$ cat src/rtl/conv_ctrl.sv
// conv_ctrl: sequencing FSM for the 2-D valid convolution datapath.
// Turns load_h / load_x / start commands into memory write enables,
// tap addresses and MAC controls, then streams the output memory out.
// Holds no data: only the latched geometry, counters and control flops.
module conv_ctrl #(
    parameter int K_AW = 6,
    parameter int X_AW = 20,
    parameter int O_AW = 20
) (
    input  logic            clk,
    input  logic            reset,
    input  logic [9:0]      I,
    input  logic [2:0]      K,
    input  logic            load_h,
    input  logic            load_x,
    input  logic            start,
    output logic            we_k,
    output logic [K_AW-1:0] addr_k,
    output logic            we_x,
    output logic [X_AW-1:0] addr_x,
    output logic            acc_en,
    output logic            acc_first,
    output logic            we_o,
    output logic            rd_o,
    output logic [O_AW-1:0] addr_o,
    output logic            busy,
    output logic            done,
    output logic            err
);

    typedef enum logic [2:0] {
        S_IDLE,
        S_LOAD_K,
        S_LOAD_X,
        S_CALC,
        S_DONE,
        S_READ
    } state_t;

    state_t          state_q, state_d;

    // Geometry latched when a command is accepted
    logic [9:0]      i_q, i_d;
    logic [2:0]      k_q, k_d;
    logic [K_AW-1:0] kk_q, kk_d;
    logic [X_AW-1:0] ii_q, ii_d;
    logic [9:0]      m_q, m_d;
    logic [O_AW-1:0] nn_q, nn_d;

    // Tap position (ti, tj) and output position (r, c)
    logic [2:0]      ti_q, ti_d, tj_q, tj_d;
    logic [9:0]      r_q, r_d, c_q, c_d;

    // outBase = r*I + c, rowBase = (r+i)*I + c, kept by incremental adds
    logic [X_AW-1:0] outBase_q, outBase_d;
    logic [X_AW-1:0] rowBase_q, rowBase_d;

    // Tap pipeline: issue (cycle n) -> acc stage (n+1) -> write stage (n+2)
    logic            issue_q, issue_d;
    logic            last1_q, last1_d;
    logic [O_AW-1:0] wcnt_q, wcnt_d;

    // Registered outputs
    logic            we_k_q, we_k_d;
    logic [K_AW-1:0] addr_k_q, addr_k_d;
    logic            we_x_q, we_x_d;
    logic [X_AW-1:0] addr_x_q, addr_x_d;
    logic            acc_en_q, acc_en_d;
    logic            acc_first_q, acc_first_d;
    logic            we_o_q, we_o_d;
    logic            rd_o_q, rd_o_d;
    logic [O_AW-1:0] addr_o_q, addr_o_d;
    logic            done_q, done_d;
    logic            err_q, err_d;

    // Command-time geometry helpers (evaluated only when a command is accepted)
    logic [5:0]      kSq;
    logic [19:0]     iSq;
    logic [9:0]      mPin;
    logic [19:0]     mSq;
    logic            cmdValid;

    // Tap / output position flags
    logic [2:0]      kLast;
    logic            tapRowEnd, tapLast, outRowEnd, outLast;
    logic [X_AW-1:0] iExt, kExt, nextBase;

    assign kSq      = {3'b000, K} * {3'b000, K};
    assign iSq      = {10'd0, I} * {10'd0, I};
    assign mPin     = I - {7'd0, K} + 10'd1;
    assign mSq      = {10'd0, mPin} * {10'd0, mPin};
    assign cmdValid = (I != 10'd0) && (K != 3'd0) && ({7'd0, K} <= I);

    assign kLast     = k_q - 3'd1;
    assign tapRowEnd = (tj_q == kLast);
    assign tapLast   = tapRowEnd && (ti_q == kLast);
    assign outRowEnd = (c_q == m_q - 10'd1);
    assign outLast   = outRowEnd && (r_q == m_q - 10'd1);
    assign iExt      = X_AW'(i_q);
    assign kExt      = X_AW'(k_q);

    // State register and all counters/output flops; reset aborts at once
    always_ff @(posedge clk or posedge reset) begin
        if (reset) begin
            state_q     <= S_IDLE;
            i_q         <= '0;
            k_q         <= '0;
            kk_q        <= '0;
            ii_q        <= '0;
            m_q         <= '0;
            nn_q        <= '0;
            ti_q        <= '0;
            tj_q        <= '0;
            r_q         <= '0;
            c_q         <= '0;
            outBase_q   <= '0;
            rowBase_q   <= '0;
            issue_q     <= 1'b0;
            last1_q     <= 1'b0;
            wcnt_q      <= '0;
            we_k_q      <= 1'b0;
            addr_k_q    <= '0;
            we_x_q      <= 1'b0;
            addr_x_q    <= '0;
            acc_en_q    <= 1'b0;
            acc_first_q <= 1'b0;
            we_o_q      <= 1'b0;
            rd_o_q      <= 1'b0;
            addr_o_q    <= '0;
            done_q      <= 1'b0;
            err_q       <= 1'b0;
        end else begin
            state_q     <= state_d;
            i_q         <= i_d;
            k_q         <= k_d;
            kk_q        <= kk_d;
            ii_q        <= ii_d;
            m_q         <= m_d;
            nn_q        <= nn_d;
            ti_q        <= ti_d;
            tj_q        <= tj_d;
            r_q         <= r_d;
            c_q         <= c_d;
            outBase_q   <= outBase_d;
            rowBase_q   <= rowBase_d;
            issue_q     <= issue_d;
            last1_q     <= last1_d;
            wcnt_q      <= wcnt_d;
            we_k_q      <= we_k_d;
            addr_k_q    <= addr_k_d;
            we_x_q      <= we_x_d;
            addr_x_q    <= addr_x_d;
            acc_en_q    <= acc_en_d;
            acc_first_q <= acc_first_d;
            we_o_q      <= we_o_d;
            rd_o_q      <= rd_o_d;
            addr_o_q    <= addr_o_d;
            done_q      <= done_d;
            err_q       <= err_d;
        end
    end

    // Next-state and next-output logic; addresses hold, enables default low
    always_comb begin
        state_d     = state_q;
        i_d         = i_q;
        k_d         = k_q;
        kk_d        = kk_q;
        ii_d        = ii_q;
        m_d         = m_q;
        nn_d        = nn_q;
        ti_d        = ti_q;
        tj_d        = tj_q;
        r_d         = r_q;
        c_d         = c_q;
        outBase_d   = outBase_q;
        rowBase_d   = rowBase_q;
        nextBase    = outBase_q;
        wcnt_d      = wcnt_q;
        addr_k_d    = addr_k_q;
        addr_x_d    = addr_x_q;
        addr_o_d    = addr_o_q;
        issue_d     = 1'b0;
        we_k_d      = 1'b0;
        we_x_d      = 1'b0;
        we_o_d      = 1'b0;
        rd_o_d      = 1'b0;
        done_d      = 1'b0;
        err_d       = 1'b0;
        acc_en_d    = issue_q;
        acc_first_d = issue_q && (ti_q == 3'd0) && (tj_q == 3'd0);
        last1_d     = issue_q && tapLast;

        case (state_q)
            S_IDLE: begin
                if (load_h || load_x || start) begin
                    i_d  = I;
                    k_d  = K;
                    kk_d = K_AW'(kSq);
                    ii_d = X_AW'(iSq);
                    m_d  = mPin;
                    nn_d = O_AW'(mSq);
                end
                if (load_h) begin
                    if (K != 3'd0) begin
                        state_d  = S_LOAD_K;
                        we_k_d   = 1'b1;
                        addr_k_d = '0;
                    end
                end else if (load_x) begin
                    if (I != 10'd0) begin
                        state_d  = S_LOAD_X;
                        we_x_d   = 1'b1;
                        addr_x_d = '0;
                    end
                end else if (start) begin
                    if (cmdValid) begin
                        state_d   = S_CALC;
                        issue_d   = 1'b1;
                        ti_d      = '0;
                        tj_d      = '0;
                        r_d       = '0;
                        c_d       = '0;
                        outBase_d = '0;
                        rowBase_d = '0;
                        wcnt_d    = '0;
                        addr_k_d  = '0;
                        addr_x_d  = '0;
                    end else begin
                        err_d = 1'b1;
                    end
                end
            end

            S_LOAD_K: begin
                if (addr_k_q == kk_q - K_AW'(1)) begin
                    state_d = S_IDLE;
                end else begin
                    we_k_d   = 1'b1;
                    addr_k_d = addr_k_q + K_AW'(1);
                end
            end

            S_LOAD_X: begin
                if (addr_x_q == ii_q - X_AW'(1)) begin
                    state_d = S_IDLE;
                end else begin
                    we_x_d   = 1'b1;
                    addr_x_d = addr_x_q + X_AW'(1);
                end
            end

            S_CALC: begin
                we_o_d = last1_q;
                if (last1_q) begin
                    addr_o_d = wcnt_q;
                    wcnt_d   = wcnt_q + O_AW'(1);
                end
                if (issue_q) begin
                    if (!tapRowEnd) begin
                        issue_d  = 1'b1;
                        tj_d     = tj_q + 3'd1;
                        addr_k_d = addr_k_q + K_AW'(1);
                        addr_x_d = addr_x_q + X_AW'(1);
                    end else if (!tapLast) begin
                        issue_d   = 1'b1;
                        tj_d      = '0;
                        ti_d      = ti_q + 3'd1;
                        addr_k_d  = addr_k_q + K_AW'(1);
                        rowBase_d = rowBase_q + iExt;
                        addr_x_d  = rowBase_q + iExt;
                    end else if (!outLast) begin
                        issue_d  = 1'b1;
                        ti_d     = '0;
                        tj_d     = '0;
                        addr_k_d = '0;
                        if (!outRowEnd) begin
                            c_d      = c_q + 10'd1;
                            nextBase = outBase_q + X_AW'(1);
                        end else begin
                            c_d      = '0;
                            r_d      = r_q + 10'd1;
                            nextBase = outBase_q + kExt;
                        end
                        outBase_d = nextBase;
                        rowBase_d = nextBase;
                        addr_x_d  = nextBase;
                    end
                end
                if (we_o_q && (addr_o_q == nn_q - O_AW'(1))) begin
                    state_d = S_DONE;
                    done_d  = 1'b1;
                end
            end

            S_DONE: begin
                state_d  = S_READ;
                rd_o_d   = 1'b1;
                addr_o_d = '0;
            end

            S_READ: begin
                if (addr_o_q == nn_q - O_AW'(1)) begin
                    state_d = S_IDLE;
                end else begin
                    rd_o_d   = 1'b1;
                    addr_o_d = addr_o_q + O_AW'(1);
                end
            end

            default: begin
                state_d = S_IDLE;
            end
        endcase
    end

    assign we_k      = we_k_q;
    assign addr_k    = addr_k_q;
    assign we_x      = we_x_q;
    assign addr_x    = addr_x_q;
    assign acc_en    = acc_en_q;
    assign acc_first = acc_first_q;
    assign we_o      = we_o_q;
    assign rd_o      = rd_o_q;
    assign addr_o    = addr_o_q;
    assign busy      = (state_q != S_IDLE);
    assign done      = done_q;
    assign err       = err_q;

endmodule

$ cat config.mk
export PLATFORM = sky130hd
export DESIGN_NAME = conv_ctrl
export DESIGN_NICKNAME = d
export VERILOG_FILES = /design/src/rtl/conv_ctrl.sv
export SDC_FILE = /design/constraint.sdc
export NUM_CORES = 1
export LEC_CHECK = 0
export BUFFER_PORTS_ARGS = -buffer_cell sky130_fd_sc_hd__buf_4
export CAP_MARGIN = 20
export CORE_MARGIN = 2
export CORE_UTILIZATION = 34
export CTS_CLUSTER_SIZE = 12
export DETAILED_ROUTE_END_ITERATION = 10
export GPL_ROUTABILITY_DRIVEN = 0
export PLACE_DENSITY = 0.57
export RECOVER_POWER = 100
export SYNTH_ARGS = -nofsm -noshare
export SYNTH_HDL_FRONTEND = slang
export SYNTH_SLANG_ARGS = --single-unit
$ cat constraint.sdc
create_clock -name clk -period 7.3 [get_ports clk]
set_input_delay 1.095 -clock clk [delete_from_list [all_inputs] [get_ports clk]]
set_output_delay 1.095 -clock clk [all_outputs]
set_load 0.05 [all_outputs]
==> metrics list <==
* Core region area: 0.0562 mm²
- The worst setup path is launched from an input pin.
- From bottom edge to top edge, the die measures 242 µm.
- Global routing usage summed across all routing layers: 18.7%
* Final Routed Wirelength: 55300 µm
- Count of vias placed by the detailed router: 17200
- The finished layout holds 3185 standard cells, fillers aside.
* Crit end category: flip-flop
* Synth Instances: 2279
- Number of antenna violations at the first check in global routing: 1
- Part of the Yosys area used for sequential elements: 27.0%
* Beginning of the worst register-to-register path: m_q[0]
- The slowest stage of the critical path is the sky130_fd_sc_hd__fa_1 cell.
- Setup violations remaining at the end of the flow were counted as 0.
* Clock tree root driver cell: sky130_fd_sc_hd__clkbuf_16
* Power density over the cells: 349 mW/mm²
- Dominant register cell in the synthesized netlist: sky130_fd_sc_hd__dfrtp_1
* Number of enable flip-flop cells after synthesis: 0
- For this run, global-route usage on met2 was measured as 30.6%.
- In this run the number of H-tree levels came out at 1.
- Fraction of final layout cells with drive strength greater than 1: 10.8%
* I/O pin count: 73
* Worst setup path start: I[1]
- Area grow syn2layout: 14.8%
- The run finished, with violations left.
- Port bufs: 72
- sky130_fd_sc_hd__nand2_1 is the most common cell in the netlist.
- RSZ-0062 raised after global routing: true
- In this run the tightest slew margin relative to its limit is -126%.
- Worst min-delay path startpoint: rowBase_q[3]
* Biggest area consumer among synthesized cells: sky130_fd_sc_hd__dfrtp_1
- The clock passes through at most 3 buffers.
* Worst min-delay path category: reg2reg
- The floorplan step defined a die boundary enclosing 0.0586 mm².
- The setup path with the least slack is of type in2reg.
* Number of distinct library cells after synthesis: 81
- The pre-antenna-repair detailed-routing pass consisted of 7 iterations.
- The cell that appears most often on the critical path is sky130_fd_sc_hd__fa_1.
- met2 is the most crowded layer.
- On the final layout, the worst clock skew is 0.0243 ns.
- For the pin with the worst max-slew slack, the measured transition is 3.37 ns.
- Top cells by instance count after synthesis: 235 x sky130_fd_sc_hd__nand2_1, 215 x sky130_fd_sc_hd__inv_1, 208 x sky130_fd_sc_hd__dfrtp_1, 176 x sky130_fd_sc_hd__o21ai_0, 162 x sky130_fd_sc_hd__nor2_1
* Worst reg-to-reg setup slack: 1.33 ns
* Static leakage: 0.0102 µW
* Post-route fraction of the period consumed by the critical path: 99.5%
* Post-Synthesis Cell Area: 0.0193 mm²
* Synth warn: 0
* Area contributors post-synth: sky130_fd_sc_hd__dfrtp_1 27%, sky130_fd_sc_hd__fa_1 10%, sky130_fd_sc_hd__ha_1 9.5%, sky130_fd_sc_hd__nand2_1 4.6%, sky130_fd_sc_hd__o21ai_0 4.6%
* Critical-path maximum fanout: 4
* Post-placement cell count: 3136
* Buffers & Inverters on Critical Path: 6
* Required time of the worst setup path: 7.67 ns
* Maximum number of pins on one net before global-route repair: 122
- The final reports fail on max-capacitance violations, max-slew violations.
- Dividing the detail-routed wire length by the instance count gives 17.4 µm.
- The number of clock buffers added by TritonCTS is 25.
- After detailed routing, the number of vias per cell comes to 5.39.
- The number of antenna diodes in the final layout is 0.
- Clock period minus worst slack: 7.27 ns
* Largest voltage drop on the vdd net: 0.532 mV
- Highest Clock Rate: 0.138 GHz
- Clock network latency to the later pin of the worst-skew pair: 0.55 ns
- The tool flagged a number of max-cap violations equal to 3.
* Number of global-route vias before repair: 16800
- Routing usage on met3: 2.18%
- In this design, the stage delay of the slowest critical-path cell is 0.52 ns.
- Slew Viols, Final: 213
- For this block, the initial DRC count from the detailed router was 1299.
- Clock-pin slew was measured on the worst setup and hold paths at 0.05 ns.
- Yosys reg bits: 208
- Summed over all nets, the half-perimeter wirelength after detailed placement is 42400 µm.
- Total nets after synthesis: 2539
* Starting density of the core: 34.3%
- The total count of hold-check failures in the final report is 0.
- STA puts the critical path data arrival time at 7.64 ns.
* First-pass GRT wire length: 90400 µm
- Of the post-synthesis cell area, the dominant cell type holds 27.0%.
- DRC violation count after routing: 0
- Number of hold buffers added after cts: 0
- TritonCTS built the clock tree.
- After the last flow step, the layout net total stands at 2671.
* Row count: 87
- Avg Cell Area, Syn: 8.45 µm²
- Kind of cell adding the most delay to the critical path: adder cells
- Grt ovf: 0
- In the global route stage, met1 resource usage came out at 26.2%.
* Total power: 7710 µW
* Clock tree sinks: 208
* Antenna-violating nets left: 0
- For this run, asynchronously set or reset flops after synthesis account for 100%.
* Die extent in x: 242 µm
==> layer usage <==
layer / up-vias / wire length [µm]
met5: - / 9
met4: 2 / 1110
met3: 76 / 2960
met2: 419 / 25700
met1: 8435 / 25500
li1: 8240 / -
==> path summary, 6_finish.rpt <==
check / depth (start not counted) / end
max: 28 / nn_q[18]
min: 2 / rowBase_q[3]
max reg2reg: 17 / addr_x[14]
min reg2reg: 2 / rowBase_q[3]
max in group asynchronous: 3 / nn_q[17]
min in group asynchronous: 2 / rowBase_q[19]
==> flip-flops by register name, indices dropped and copies added (netlist names), 4 cells and up <==
signal	cells
addr_o	20
addr_x	20
nn_q	18
rowBase_q	20
addr_k	6
kk_q	4
wcnt_q	20
m_q	10
ii_q	18
i_q	10
r_q	10
c_q	10
outBase_q	20
==> what timing repair did <==
item / in CTS / in global routing
gates resized for setup: 1 / 17
endpoints found under the setup margin: 1 / 5
pin swaps: 11 / 24
buffers inserted: 1 / 3
==> cells in the final DEF, fill, tap and decap left out, types with 15 or more instances in the layout <==
cell type | synthesis | routed
sky130_fd_sc_hd__a31oi_1 | 25 | 23
sky130_fd_sc_hd__or4_1 | 17 | 16
sky130_fd_sc_hd__and2_1 | 35 | 34
sky130_fd_sc_hd__nor3_1 | 67 | 66
sky130_fd_sc_hd__nor4_1 | 30 | 27
sky130_fd_sc_hd__nand3_1 | 70 | 70
sky130_fd_sc_hd__o31ai_1 | 50 | 48
sky130_fd_sc_hd__a21o_1 | 22 | 22
sky130_fd_sc_hd__xor2_1 | 75 | 75
sky130_fd_sc_hd__or2_2 | 16 | 15
sky130_fd_sc_hd__dfrtp_1 | 208 | 208
sky130_fd_sc_hd__o21ai_0 | 176 | 172
sky130_fd_sc_hd__inv_1 | 215 | 210
sky130_fd_sc_hd__and3_1 | 31 | 31
sky130_fd_sc_hd__fa_1 | 96 | 94
sky130_fd_sc_hd__o22ai_1 | 17 | 16
sky130_fd_sc_hd__buf_4 | 4 | 135
sky130_fd_sc_hd__nor2_1 | 162 | 160
sky130_fd_sc_hd__nand2b_1 | 30 | 29
sky130_fd_sc_hd__a21oi_1 | 97 | 94
sky130_fd_sc_hd__clkbuf_16 | 0 | 25
sky130_fd_sc_hd__ha_1 | 146 | 140
sky130_fd_sc_hd__clkbuf_1 | 76 | 61
sky130_fd_sc_hd__nand2_1 | 235 | 233
sky130_fd_sc_hd__or3_1 | 33 | 33
sky130_fd_sc_hd__nand4_1 | 17 | 17
sky130_fd_sc_hd__xnor2_1 | 94 | 91
==> power breakdown <==
part	internal (µW)	leakage, µW	switching, µW
Clock	697	0.000402	516
Combinational	2600	0.00707	2720
Sequential	1160	0.00274	20.6
==> worst reg2reg max path, delay by kind of cell (launching register included) <==
| family | cells | cell delay [ns] |
|---|---|---|
| multiplexers | 1 | 0.31 |
| XOR/XNOR | 1 | 0.21 |
| flip-flops | 1 | 0.57 |
| adder cells (fa/ha/maj) | 2 | 0.49 |
| AND/OR/NAND/NOR | 6 | 3.07 |
| buffers and inverters | 1 | 0.24 |
| AO/OA/AOI/OAI | 6 | 0.94 |
==> per-stage QoR <==
stage | util [%] | setup slack (ns) | setup TNS, ns | hold WS (ns) | area (µm²)
after floorplan | - | -0.406 | -0.447 | 0.445 | 19400
after global placement | 38.1 | -0.517 | -1.53 | 0.458 | 21400
after detailed placement | 38.2 | -0.606 | -2.07 | 0.474 | 21400
after CTS | 39.6 | 0.0000595 | 0 | 0.483 | 22200
after global routing | 39.4 | -0.223 | -0.245 | 0.495 | 22100
final | 39.4 | 0.0340 | 0 | 0.482 | 22100
==> cell type report <==
type | count | area [µm²]
Clock buffer | 35 | 733
Clock inverter | 10 | 53.8
Fill cell | 5782 | 34100
Inverter | 217 | 828
Multi-Input combinational cell | 1762 | 13100
Sequential cell | 208 | 5200
Tap cell | 756 | 946
Timing Repair Buffer | 197 | 1270
==> logic make-up after synthesis <==
group | count (synthesis) | synth area share (%)
xor gates and xnor gates | 170 | 7.80
AOI/OAI and AO/OA | 520 | 17.2
muxes | 27 | 1.49
DFF | 208 | 27.0
and+or+nand+nor | 803 | 20.8
adders and majority gates | 242 | 19.5
buffers and inverters | 309 | 6.20
No activity file was read; power rests on OpenSTA's default activity.
